--- src/rtl/led_vu_meter.sv ---
`default_nettype none
// ============================================================================
// Module   : led_vu_meter
// Purpose  : Multi-channel LED level meter. Each channel turns signed audio
//            samples into a thermometer level with peak-hold, timed decay
//            and a bar/dot display mode.
// Revision : 1.0 - initial parametrised release
// ============================================================================
module led_vu_meter #(
  parameter int DATA_W      = 16,
  parameter int NUM_CH      = 2,
  parameter int LEDS_PER_CH = 4,
  parameter int STEP        = 3,
  parameter int HOLD_SAMP   = 4096,
  parameter int DECAY_SAMP  = 1024
) (
  input  logic                          clk,
  input  logic                          rst_n,
  input  logic                          vld,
  input  logic [NUM_CH*DATA_W-1:0]      aud_in,
  input  logic                          mode,
  output logic [NUM_CH*LEDS_PER_CH-1:0] LED
);

  localparam int L       = LEDS_PER_CH;
  localparam int LVL_W   = $clog2(L + 1);
  localparam int CNT_MAX = (HOLD_SAMP > DECAY_SAMP) ? HOLD_SAMP : DECAY_SAMP;
  localparam int CNT_W   = (CNT_MAX > 1) ? $clog2(CNT_MAX) : 1;
  localparam int MAG_W   = DATA_W - 1;

  localparam logic [CNT_W-1:0] HOLD_RELOAD  = CNT_W'(HOLD_SAMP - 1);
  localparam logic [CNT_W-1:0] DECAY_RELOAD = CNT_W'(DECAY_SAMP - 1);
  localparam logic [CNT_W-1:0] CNT_ONE      = CNT_W'(1);
  localparam logic [LVL_W-1:0] LVL_ONE      = LVL_W'(1);
  localparam logic [MAG_W-1:0] MAG_ONE      = MAG_W'(1);
  localparam logic [MAG_W-1:0] MAG_MAX      = '1;

  localparam logic [1:0] S_IDLE  = 2'd0;
  localparam logic [1:0] S_HOLD  = 2'd1;
  localparam logic [1:0] S_DECAY = 2'd2;

  // Threshold for segment k: a single power of two, spaced STEP octaves apart
  // with the top segment STEP octaves below full scale.
  function automatic logic [MAG_W-1:0] thr(input int k);
    logic [MAG_W-1:0] t;
    t = '0;
    t[MAG_W - (L - k) * STEP] = 1'b1;
    return t;
  endfunction

  genvar c;
  for (c = 0; c < NUM_CH; c++) begin : g_ch
    logic [DATA_W-1:0] sample;
    logic [MAG_W-1:0]  mag;
    logic [LVL_W-1:0]  seg_n;
    logic [1:0]        state;
    logic [1:0]        state_nxt;
    logic [LVL_W-1:0]  lvl;
    logic [LVL_W-1:0]  lvl_nxt;
    logic [CNT_W-1:0]  cnt;
    logic [CNT_W-1:0]  cnt_nxt;
    logic [L-1:0]      led_nxt;
    logic [L-1:0]      led_q;

    assign sample = aud_in[c*DATA_W +: DATA_W];

    // Magnitude of the sample; the most negative code saturates to full scale
    always_comb begin
      mag = sample[MAG_W-1:0];
      if (sample[DATA_W-1]) begin
        if (sample[MAG_W-1:0] == '0) begin
          mag = MAG_MAX;
        end else begin
          mag = (~sample[MAG_W-1:0]) + MAG_ONE;
        end
      end
    end

    // Thermometer count of thresholds reached by the magnitude
    always_comb begin
      seg_n = '0;
      for (int k = 0; k < L; k++) begin
        if (mag >= thr(k)) begin
          seg_n = seg_n + LVL_ONE;
        end
      end
    end

    // Next-state logic: peak capture, hold countdown, then one-step decay
    always_comb begin
      state_nxt = state;
      lvl_nxt   = lvl;
      cnt_nxt   = cnt;
      if (vld) begin
        if ((seg_n >= lvl) && (seg_n != '0)) begin
          // A new or equal peak always (re)starts a full hold.
          lvl_nxt   = seg_n;
          cnt_nxt   = HOLD_RELOAD;
          state_nxt = S_HOLD;
        end else if ((seg_n == '0) && (lvl == '0)) begin
          state_nxt = S_IDLE;
        end else if (state == S_HOLD) begin
          if (cnt != '0) begin
            cnt_nxt = cnt - CNT_ONE;
          end else begin
            state_nxt = S_DECAY;
            cnt_nxt   = DECAY_RELOAD;
          end
        end else if (state == S_DECAY) begin
          if (cnt != '0) begin
            cnt_nxt = cnt - CNT_ONE;
          end else begin
            lvl_nxt = lvl - LVL_ONE;
            cnt_nxt = DECAY_RELOAD;
            if (lvl == LVL_ONE) begin
              state_nxt = S_IDLE;
            end
          end
        end
      end
    end

    // Display encoding of the upcoming level: bar fills up to it, dot marks it
    always_comb begin
      led_nxt = '0;
      for (int k = 0; k < L; k++) begin
        if (mode) begin
          led_nxt[k] = (lvl_nxt == LVL_W'(k + 1));
        end else begin
          led_nxt[k] = (lvl_nxt > LVL_W'(k));
        end
      end
    end

    // State, level, counter and LED registers with synchronous reset
    always_ff @(posedge clk) begin
      if (!rst_n) begin
        state <= S_IDLE;
        lvl   <= '0;
        cnt   <= '0;
        led_q <= '0;
      end else begin
        state <= state_nxt;
        lvl   <= lvl_nxt;
        cnt   <= cnt_nxt;
        led_q <= led_nxt;
      end
    end

    assign LED[c*L +: L] = led_q;
  end

endmodule
`default_nettype wire
--- config.mk ---
export PLATFORM = sky130hd
export DESIGN_NAME = led_vu_meter
export DESIGN_NICKNAME = d
export VERILOG_FILES = /design/src/rtl/led_vu_meter.sv
export SDC_FILE = /design/constraint.sdc
export NUM_CORES = 1
export LEC_CHECK = 0
export CELL_PAD_IN_SITES_DETAIL_PLACEMENT = 0
export CELL_PAD_IN_SITES_GLOBAL_PLACEMENT = 1
export CORE_MARGIN = 4
export CORE_UTILIZATION = 45
export DETAILED_ROUTE_END_ITERATION = 7
export PLACE_DENSITY_LB_ADDON = 0.1
export SLEW_MARGIN = 20
export SYNTH_ARGS = -nofsm -noshare
export SYNTH_HDL_FRONTEND = slang
export SYNTH_SLANG_ARGS = --single-unit
--- constraint.sdc ---
create_clock -name clk -period 11.3 [get_ports clk]
set_clock_uncertainty 0.1 [all_clocks]
set_input_delay 1.695 -clock clk [delete_from_list [all_inputs] [get_ports clk]]
set_output_delay 1.695 -clock clk [all_outputs]
set_load 0.1 [all_outputs]
==> flow_summary.yaml, run 1 <==
status:
  status: "finished clean"
clock_network:
  cts_buffer_depth: 2
  cts_buffers: 5
  clock_latency_ns: 0.30
  clkTransAtPathRegs_ns: 0.09
  cts_tree: "built"
  htreeDepth: 2
  cts-root-buf: "clkbuf_8"
  cts_setup_buffers: 0
  cts_hold_buf: 0
  cts.sinks: 42
  ctsResizeCount: 0
timing:
  finalSetupTns_ns: 0
  setup_viol_count_final: 0
  fin_ws_ns: 3.51
  rsz0062_at_grt: "false"
  fin_crit_sh_pct: 69.0
  slew_headroom_pct: 33.7
  worst_pin_slew_ns: 0.992
  hold_viol_final: 0
  slew_violations: 0
  layout_min_cycle_time_ns: 7.79
  fmax_mhz: 128
grt:
  antenna_found_initial: 0
  grt_max_degree: 28
  grt.overflow.total: 0
  grt_pass1_wl_um: 14700
  met1_usage_pct: 24.3
  met2_usage_pct: 30.0
  grt_use_total_pct: 17.8
  grt_busiest_layer: "met2"
  grtUsageMet3_pct: 2.37
  grt_pass1_vias: 3273
power:
  combPwrFrac_pct: 39.1
  finalPower_w: 0.000472
  pwr-share-clk_pct: 22.0
  internal-power_w: 0.000290
  p_leak_nw: 1.63
  power.density_nw_per_um2: 112
  switching_share_pct: 38.6
  max-vdd-ir-drop_v: 0.0000518
  switching_power_w: 0.000182
  seqPwrFrac_pct: 38.8
placed_design:
  place.gp.congestion: 0.870
  hpwl_um: 6600
  port-buffer-count: 43
  dp_slack_ns: 3.24
cells_and_area:
  final_cell_mix: "nand2_1 (44), clkdlybuf4s50_1 (43), dfxtp_1 (42)"
  regArea_um2: 841
  fin_nets: 571
  multi_input_area_um2: 2590
  area_growth_pct: 17.1
  final_common_cell: "nand2_1"
  num_antenna_cells: 0
  n_fill_cell: 768
  drive_above_1_share_pct: 7.84
yosys:
  synth_area_um2: 3610
  syn_area_per_cell_um2: 7.69
  ys_types: 72
  synth-edff-count: 0
  synth_nets: 531
  netlist_instances: 469
  yosysSeqAreaShare_pct: 23.3
  synth_flop_cell: "dfxtp_1"
  synthArstFlopShare_pct: 0
  yosys_warnings: 0
  ys_ff_latch: 42
critical_path:
  r2r_slack_ns: 7.69
  slowest_stage: "or3b_2"
  path_cells: "clkdlybuf4s50_1 -> inv_1 -> ha_1 -> or3b_2 -> nor4b_2 -> mux2i_1 -> o211ai_1 -> or3_1 -> nor3_1 -> ha_1 -> xor2_1 -> ha_1 -> xor2_1 -> nor3_1 -> a41oi_2 -> inv_1 -> ha_1 -> a21o_1 -> nand2_1 -> and3_1 -> a41o_1 -> a311oi_1 -> o21ai_0 -> and2_1"
  critPathRequiredTime_ns: 11.39
  worstPathMaxFanout: 8
  cp_num_buf_inv: 3
  critPathKind: "in2reg"
  max_stage_delay_ns: 0.48
  start_kind: "input pin"
  cpLargestDelayFamily: "simple AND/OR/NAND/NOR gates"
  cp-end-kind: "flip-flop"
  crit_arrival_ns: 7.88
  cpMostUsedCell: "ha_1"
detailed_routing:
  first_iter_violations: 122
  antenna_left: 0
  routedWlPerCell_um: 14.0
  dr.pass1.iters: 4
  vias_per_cell: 5.70
  drc: 0
  wl_um: 8540
  vias: 3489
flow_run:
  drv_cap: 0
floorplanning:
  coreArea_um2: 7770
  start_util_pct: 46.4
  die_y_um: 97.5
  row_count: 32
  ioPinCount: 44
  die_area_um2: 9510
  die_w_um: 97.5
hold_path:
  hold_path_class: "reg2reg"
## cells by family (layout without fill, tap and decap cells)
kind of cell | after synthesis | after routing | share of synthesized area (%)
buffers and inverters | 47 | 88 | 4.99
AO/OA/AOI/OAI | 130 | 130 | 26.3
XOR/XNOR | 8 | 8 | 1.94
multiplexers | 10 | 10 | 2.95
AND/OR/NAND/NOR | 206 | 206 | 31.5
adder cells (fa/ha/maj) | 26 | 26 | 9.02
flip-flops | 42 | 42 | 23.3
## power by group through the flow
stage | Combinational (W) | Clock [W] | Sequential [W]
CTS | 0.000185 | 0.000108 | 0.000183
global placement | 0.000182 | 0 | 0.000186
global route | 0.000205 | 0.000114 | 0.000186
detailed placement | 0.000184 | 0 | 0.000186
floorplan | 0.000112 | 0 | 0.000206
finish | 0.000185 | 0.000104 | 0.000183
## final timing paths
path | start | endpoint | depth (start not counted)
setup / recovery | aud_in[16] | g_ch[1].led_q[3] | 24
hold / removal | g_ch[1].state[1] | g_ch[1].state[1] | 2
setup reg to reg | g_ch[0].cnt[0] | g_ch[0].led_q[1] | 12
hold reg to reg | g_ch[1].state[1] | g_ch[1].state[1] | 2
## flip-flops by register name, summed over array words and instances (netlist names)
| name | cells |
|---|---|
| g_ch.cnt | 24 |
| g_ch.led_q | 8 |
| g_ch.lvl | 6 |
| g_ch.state | 4 |
## routing by layer
metal | wire length, µm | share of wire (%)
met1 | 4220 | 49
met2 | 4020 | 47
met3 | 219 | 2.6
met5 | 0 | 0
met4 | 78 | 0.91
## layout make-up
cell class | instances | area share (%)
clock buffer | 6 | 1.96
clock inverter | 2 | 0.296
inverter | 36 | 3.20
multi-input combinational | 380 | 61.2
sequential | 42 | 19.9
tap | 102 | 3.02
timing repair buffer | 44 | 10.4
## worst min-delay path: cells and delay by family, from the launching register on
family / cells / cell delay (ns)
simple gates: 1 / 0.06
flops: 1 / 0.34
compound gates: 1 / 0.05
## Yosys cell counts, types with 10 or more instances
cell	number	area share (%)
nor2b_1	10	1.7
o21ai_0	15	2.1
dfxtp_1	42	23
nand2_1	44	4.6
nand3_1	11	1.5
and2_1	11	1.9
ha_1	26	9.0
nor2_1	34	3.5
a21oi_1	33	4.6
nor3_1	26	3.6
or3_1	20	3.5
a311oi_1	11	2.7
inv_1	35	3.6
## stage by stage
stage          util [%]  instances  area (µm²)  hold WS (ns)
2_1_floorplan         -        469        3610         0.352
6_report           54.4        612        4220         0.386
3_5_place_dp       53.1        604        4130         0.377
4_1_cts            54.4        612        4220         0.391
5_1_grt            54.4        612        4220         0.420
3_3_place_gp       53.1        604        4130         0.370
(Power assumes the default switching activity.)
==> run 2: changes to the inputs <==
- CORE_UTILIZATION: 45 -> 42
- clock period: 11.3 -> 7.7 ns (I/O delays scaled with it)
==> flow_summary.yaml, run 2 (synthesis results as in run 1) <==
status:
  status: "finished clean"
cells_and_area:
  drive_above_1_share_pct: 8.24
  top_regs: "g_ch.cnt: 24 flops, g_ch.led_q: 8 flops, g_ch.lvl: 6 flops"
  fin_nets: 572
  largest_reg_flops: 24
  top_register: "g_ch.cnt"
  final_cell_mix: "nand2_1 (44), clkdlybuf4s50_1 (43), dfxtp_1 (42)"
  num_antenna_cells: 0
  area_growth_pct: 17.2
  final_common_cell: "nand2_1"
  post-route-util_pct: 50.9
grt:
  antenna_found_initial: 0
  met2_usage_pct: 28.6
  grt_busiest_layer: "met2"
  grt_pass1_wl_um: 14800
  met1_usage_pct: 23.9
  grt.overflow.total: 0
  grt_max_degree: 28
  grt_pass1_vias: 3242
  grtUsageMet3_pct: 2.77
  grt_use_total_pct: 17.3
timing:
  fmax_mhz: 142
  fin_crit_sh_pct: 91.4
  slew_headroom_pct: 32.8
  hold_viol_final: 0
  rsz0062_at_grt: "false"
  slew_violations: 0
  setup_viol_count_final: 0
  worst_pin_slew_ns: 1.00
  finalSetupTns_ns: 0
  layout_min_cycle_time_ns: 7.04
  hold_slack_ns: 0.383
critical_path:
  path_cells: "clkdlybuf4s50_1 -> inv_1 -> ha_1 -> or3b_2 -> nor4b_2 -> mux2i_2 -> o211ai_1 -> or3_1 -> nor3_1 -> ha_1 -> xor2_1 -> ha_1 -> xor2_1 -> nor3_1 -> a41oi_2 -> inv_1 -> ha_1 -> a21o_1 -> nand2_1 -> and3_1 -> a41o_1 -> a311oi_2 -> o21ai_0 -> and2_1"
  cpMostUsedCell: "ha_1"
  cp-end-kind: "flip-flop"
  critPathRequiredTime_ns: 7.79
  start_kind: "input pin"
  startpoint: "aud_in[16]"
  slowest_stage: "or3b_2"
  max_stage_delay_ns: 0.48
  worstPathMaxFanout: 8
  crit_arrival_ns: 7.12
  cp_num_buf_inv: 3
  critPathKind: "in2reg"
  worstReg2RegStart: "g_ch[0].cnt[0]"
  cpLargestDelayFamily: "simple AND/OR/NAND/NOR gates"
clock_network:
  cts_tree: "built"
  cts_buffer_depth: 2
  clock_latency_ns: 0.29
  htreeDepth: 2
  cts_setup_buffers: 0
  cts.sinks: 42
  cts_hold_buf: 0
  cts_buffers: 5
  ctsResizeCount: 0
  cts-root-buf: "clkbuf_8"
  clkTransAtPathRegs_ns: 0.08
floorplanning:
  die_area_um2: 10100
  row_count: 33
  die_w_um: 101
  ioPinCount: 44
  start_util_pct: 43.5
  die_y_um: 101
  coreArea_um2: 8300
power:
  internal-power_w: 0.000416
  switching_share_pct: 38.6
  power.density_nw_per_um2: 160
  switching_power_w: 0.000261
  pwr-share-clk_pct: 20.0
  seqPwrFrac_pct: 39.6
  p_leak_nw: 1.64
  combPwrFrac_pct: 40.4
  max-vdd-ir-drop_v: 0.0000854
detailed_routing:
  vias: 3527
  first_iter_violations: 135
  antenna_left: 0
  dr.pass1.iters: 4
  wl_um: 8490
  vias_per_cell: 5.73
  drc: 0
  routedWlPerCell_um: 13.8
hold_path:
  hold_path_class: "reg2reg"
  min_from: "g_ch[1].state[1]"
placed_design:
  hpwl_um: 6580
  place.gp.congestion: 0.876
  port-buffer-count: 43
flow_run:
  drv_cap: 0
run 2: changes by cell type in the layout (fill, tap and decap cells not counted):
cell        previous run  this run
a311oi_1              11        10
a311oi_2               0         1
buf_4                  1         2
clkbuf_8               6         5
clkinv_2               1         2
clkinvlp_4             1         0
mux2i_1                7         6
mux2i_2                1         2
run 2: final timing paths:
path                      endpoint  slack [ns]  depth (start not counted)
setup reg to reg  g_ch[0].led_q[1]        4.12                         12
hold / removal    g_ch[1].state[1]        0.38                          2
hold reg to reg   g_ch[1].state[1]        0.38                          2
setup / recovery  g_ch[1].led_q[3]        0.66                         24
run 2: worst register-to-register path: stages, from the launching register on:
cell      delay (ns)
dfxtp_1         0.34
inv_1           0.06
ha_1            0.20
or3b_1          0.38
or3_1           0.37
or3_1           0.37
nor4_2          0.38
and4b_1         0.39
nand2_1         0.10
a32o_1          0.29
a21oi_2         0.24
nand2b_4        0.08
and3_1          0.17
run 2: area by class of cell:
cell class | count | area, µm²
fill | 806 | 4070
multi-input combinational | 380 | 2600
sequential | 42 | 841
timing repair buffer | 45 | 445
inverter | 36 | 135
tap | 105 | 131
clock buffer | 5 | 68.8
clock inverter | 2 | 10.0
run 2: power by group through the flow:
stage / clock, W / sequential (W) / combinational [W]
6_report: 0.000135 / 0.000268 / 0.000274
5_1_grt: 0.000150 / 0.000273 / 0.000304
4_1_cts: 0.000140 / 0.000268 / 0.000274
3_5_place_dp: 0 / 0.000273 / 0.000272
3_3_place_gp: 0 / 0.000273 / 0.000270
2_1_floorplan: 0 / 0.000303 / 0.000165
run 2: stage by stage:
| step | instance area [µm²] | total power [W] | std cells | setup WS, ns |
|---|---|---|---|---|
| floorplan | 3610 | 0.000468 | 469 | 1.28 |
| global placement | 4140 | 0.000543 | 608 | 0.440 |
| detailed placement | 4140 | 0.000545 | 608 | 0.246 |
| CTS | 4220 | 0.000682 | 615 | 0.543 |
| global route | 4230 | 0.000726 | 615 | 0.150 |
| finish | 4230 | 0.000677 | 615 | 0.664 |
run 2: metal layers:
layer  wire, µm  part of all wire, %  vias to the layer above
li1           -                    -                     1819
met1       4130                   49                     1624
met2       3960                   47                       78
met3        345                  4.1                        6
met4         55                 0.65                        0
met5          0                    0                        -
==> run 3: changes to the inputs <==
- CTS_CLUSTER_DIAMETER: not set -> 200
- clock period: 7.7 -> 7 ns (I/O delays scaled with it)
==> flow_summary.yaml, run 3 (synthesis results as in run 1) <==
status:
  status: "finished clean"
clock_network:
  clock_latency_ns: 0.31
  cts-root-buf: "clkbuf_8"
  cts_tree: "built"
  cts_buffer_depth: 2
  cts.sinks: 42
  cts_hold_buf: 0
  htreeDepth: 2
  cts_buffers: 5
  clkTransAtPathRegs_ns: 0.08
detailed_routing:
  vias_per_cell: 5.67
  vias: 3550
  dr.pass1.iters: 5
  routedWlPerCell_um: 13.7
  wl_um: 8600
  drc: 0
  first_iter_violations: 126
  antenna_left: 0
critical_path:
  start_kind: "input pin"
  critPathRequiredTime_ns: 7.09
  r2r_slack_ns: 3.36
  crit_arrival_ns: 6.66
  r2r_cells: 12
  startpoint: "aud_in[3]"
  critPathKind: "in2reg"
  path_cells: "clkdlybuf4s50_1 -> or3_4 -> or4_4 -> mux2i_2 -> nor3_2 -> and2_1 -> nand3_1 -> inv_1 -> o21a_1 -> ha_1 -> xnor2_1 -> ha_1 -> nor3_1 -> a31oi_4 -> ha_1 -> a21o_1 -> a21o_1 -> and2_0 -> o31ai_1 -> a32o_1 -> a21oi_2 -> nand2b_4 -> and3_1"
  slowest_stage: "or4_4"
  worstPathMaxFanout: 7
  worstReg2RegStart: "g_ch[0].cnt[0]"
  max_stage_delay_ns: 0.50
  cpMostUsedCell: "ha_1"
  timing.rr.end: "g_ch[0].led_q[1]"
  cp-end-kind: "flip-flop"
timing:
  worst_pin_slew_ns: 0.991
  layout_min_cycle_time_ns: 6.57
  hold_viol_final: 0
  rsz0062_at_grt: "false"
  fin_crit_sh_pct: 93.8
  setup_viol_count_final: 0
  slew_violations: 0
  fmax_mhz: 152
  finalSetupTns_ns: 0
  hold_slack_ns: 0.392
  slew_headroom_pct: 33.7
power:
  switching_power_w: 0.000299
  finalPower_w: 0.000773
  pwr-share-clk_pct: 22.1
  p_leak_nw: 1.69
  max-vdd-ir-drop_v: 0.0000868
  combPwrFrac_pct: 39.7
  switching_share_pct: 38.7
  seqPwrFrac_pct: 38.2
  power.density_nw_per_um2: 179
  internal-power_w: 0.000473
cells_and_area:
  top_register: "g_ch.cnt"
  fin_nets: 582
  num_antenna_cells: 0
  largest_reg_flops: 24
  area_growth_pct: 19.6
  final_cell_mix: "nand2_1 (44), clkdlybuf4s50_1 (43), dfxtp_1 (42)"
  top_regs: "g_ch.cnt: 24 flops, g_ch.led_q: 8 flops, g_ch.lvl: 6 flops"
  drive_above_1_share_pct: 9.98
  final_common_cell: "nand2_1"
hold_path:
  whs_path_depth: 1
  min_from: "g_ch[0].cnt[0]"
  hold_path_class: "reg2reg"
  holdPathEnd: "g_ch[0].cnt[0]"
floorplanning:
  die_y_um: 101
  die_area_um2: 10100
  coreArea_um2: 8300
  ioPinCount: 44
  row_count: 33
  die_w_um: 101
  start_util_pct: 43.5
grt:
  grt_pass1_vias: 3334
  antenna_found_initial: 0
  grt_use_total_pct: 17.5
  grt.overflow.total: 0
  grt_pass1_wl_um: 14900
  grt_max_degree: 28
placed_design:
  place.gp.congestion: 0.916
  port-buffer-count: 43
  hpwl_um: 6680
flow_run:
  drv_cap: 0
==> run 3: changes by cell type in the layout (fill, tap and decap cells not counted) <==
cell and change:
mux2i_1 +1, a311oi_1 +1, clkbuf_8 +1, buf_4 +10, o31ai_2 +1, clkinvlp_4 +1
a311oi_2 -1, clkinv_2 -1, o31ai_1 -1, mux2i_2 -1
==> run 3: power groups by stage <==
stage	sequential [W]	clock (W)	combinational, W
final	0.000295	0.000171	0.000307
after global routing	0.000301	0.000183	0.000339
after CTS	0.000295	0.000176	0.000306
after detailed placement	0.000301	0	0.000304
after global placement	0.000301	0	0.000303
after floorplan	0.000333	0	0.000182
==> run 3: critical path: cells and delay by family <==
family	cells	cell delay (ns)
AOI/OAI and AO/OA	7	1.28
xor gates and xnor gates	1	0.16
adders and majority gates	3	0.90
buffers and inverters	2	0.54
muxes	1	0.18
and+or+nand+nor	9	2.54
==> run 3: timing repair <==
item	4_1_cts	5_1_grt
buffers inserted	0	0
endpoints found under the setup margin	0	1
resized for setup	0	1
==> run 3: worst max-delay path by stage <==
stage | slack (ns) | end | depth (start not counted)
finish | 0.43 | g_ch[0].led_q[1] | 23
CTS | 0.43 | g_ch[0].led_q[1] | 23
global route | 0.04 | g_ch[1].cnt[0] | 24
floorplan | 0.69 | g_ch[1].led_q[3] | 24
detailed placement | 0.14 | g_ch[0].led_q[1] | 23
global placement | 0.12 | g_ch[0].led_q[1] | 23
==> run 3: routing by layer <==
layer  up-vias  global-route usage [%]  share of wire (%)
met5         -                       0                  0
met2        60                    28.6                 46
met3         9                    2.70                4.0
met1      1640                    24.0                 49
li1       1841                       -                  -
met4         0                    4.87                1.0
==> run 3: cell type report <==
type,count,area [µm²]
timing repair buffer,55,520
tap,105,131
multi-input combinational,380,2590
fill,814,3990
clock buffer,6,82.6
inverter,36,135
sequential,42,841
clock inverter,2,12.5
==> run 3: through the flow <==
stage / instances / util (%) / instance area, µm² / setup WS, ns
6_report: 626 / 52.0 / 4310 / 0.431
5_1_grt: 626 / 52.0 / 4310 / 0.0404
4_1_cts: 626 / 51.9 / 4310 / 0.433
3_5_place_dp: 618 / 50.8 / 4210 / 0.138
3_3_place_gp: 618 / 50.8 / 4210 / 0.120
2_1_floorplan: 469 / - / 3610 / 0.687
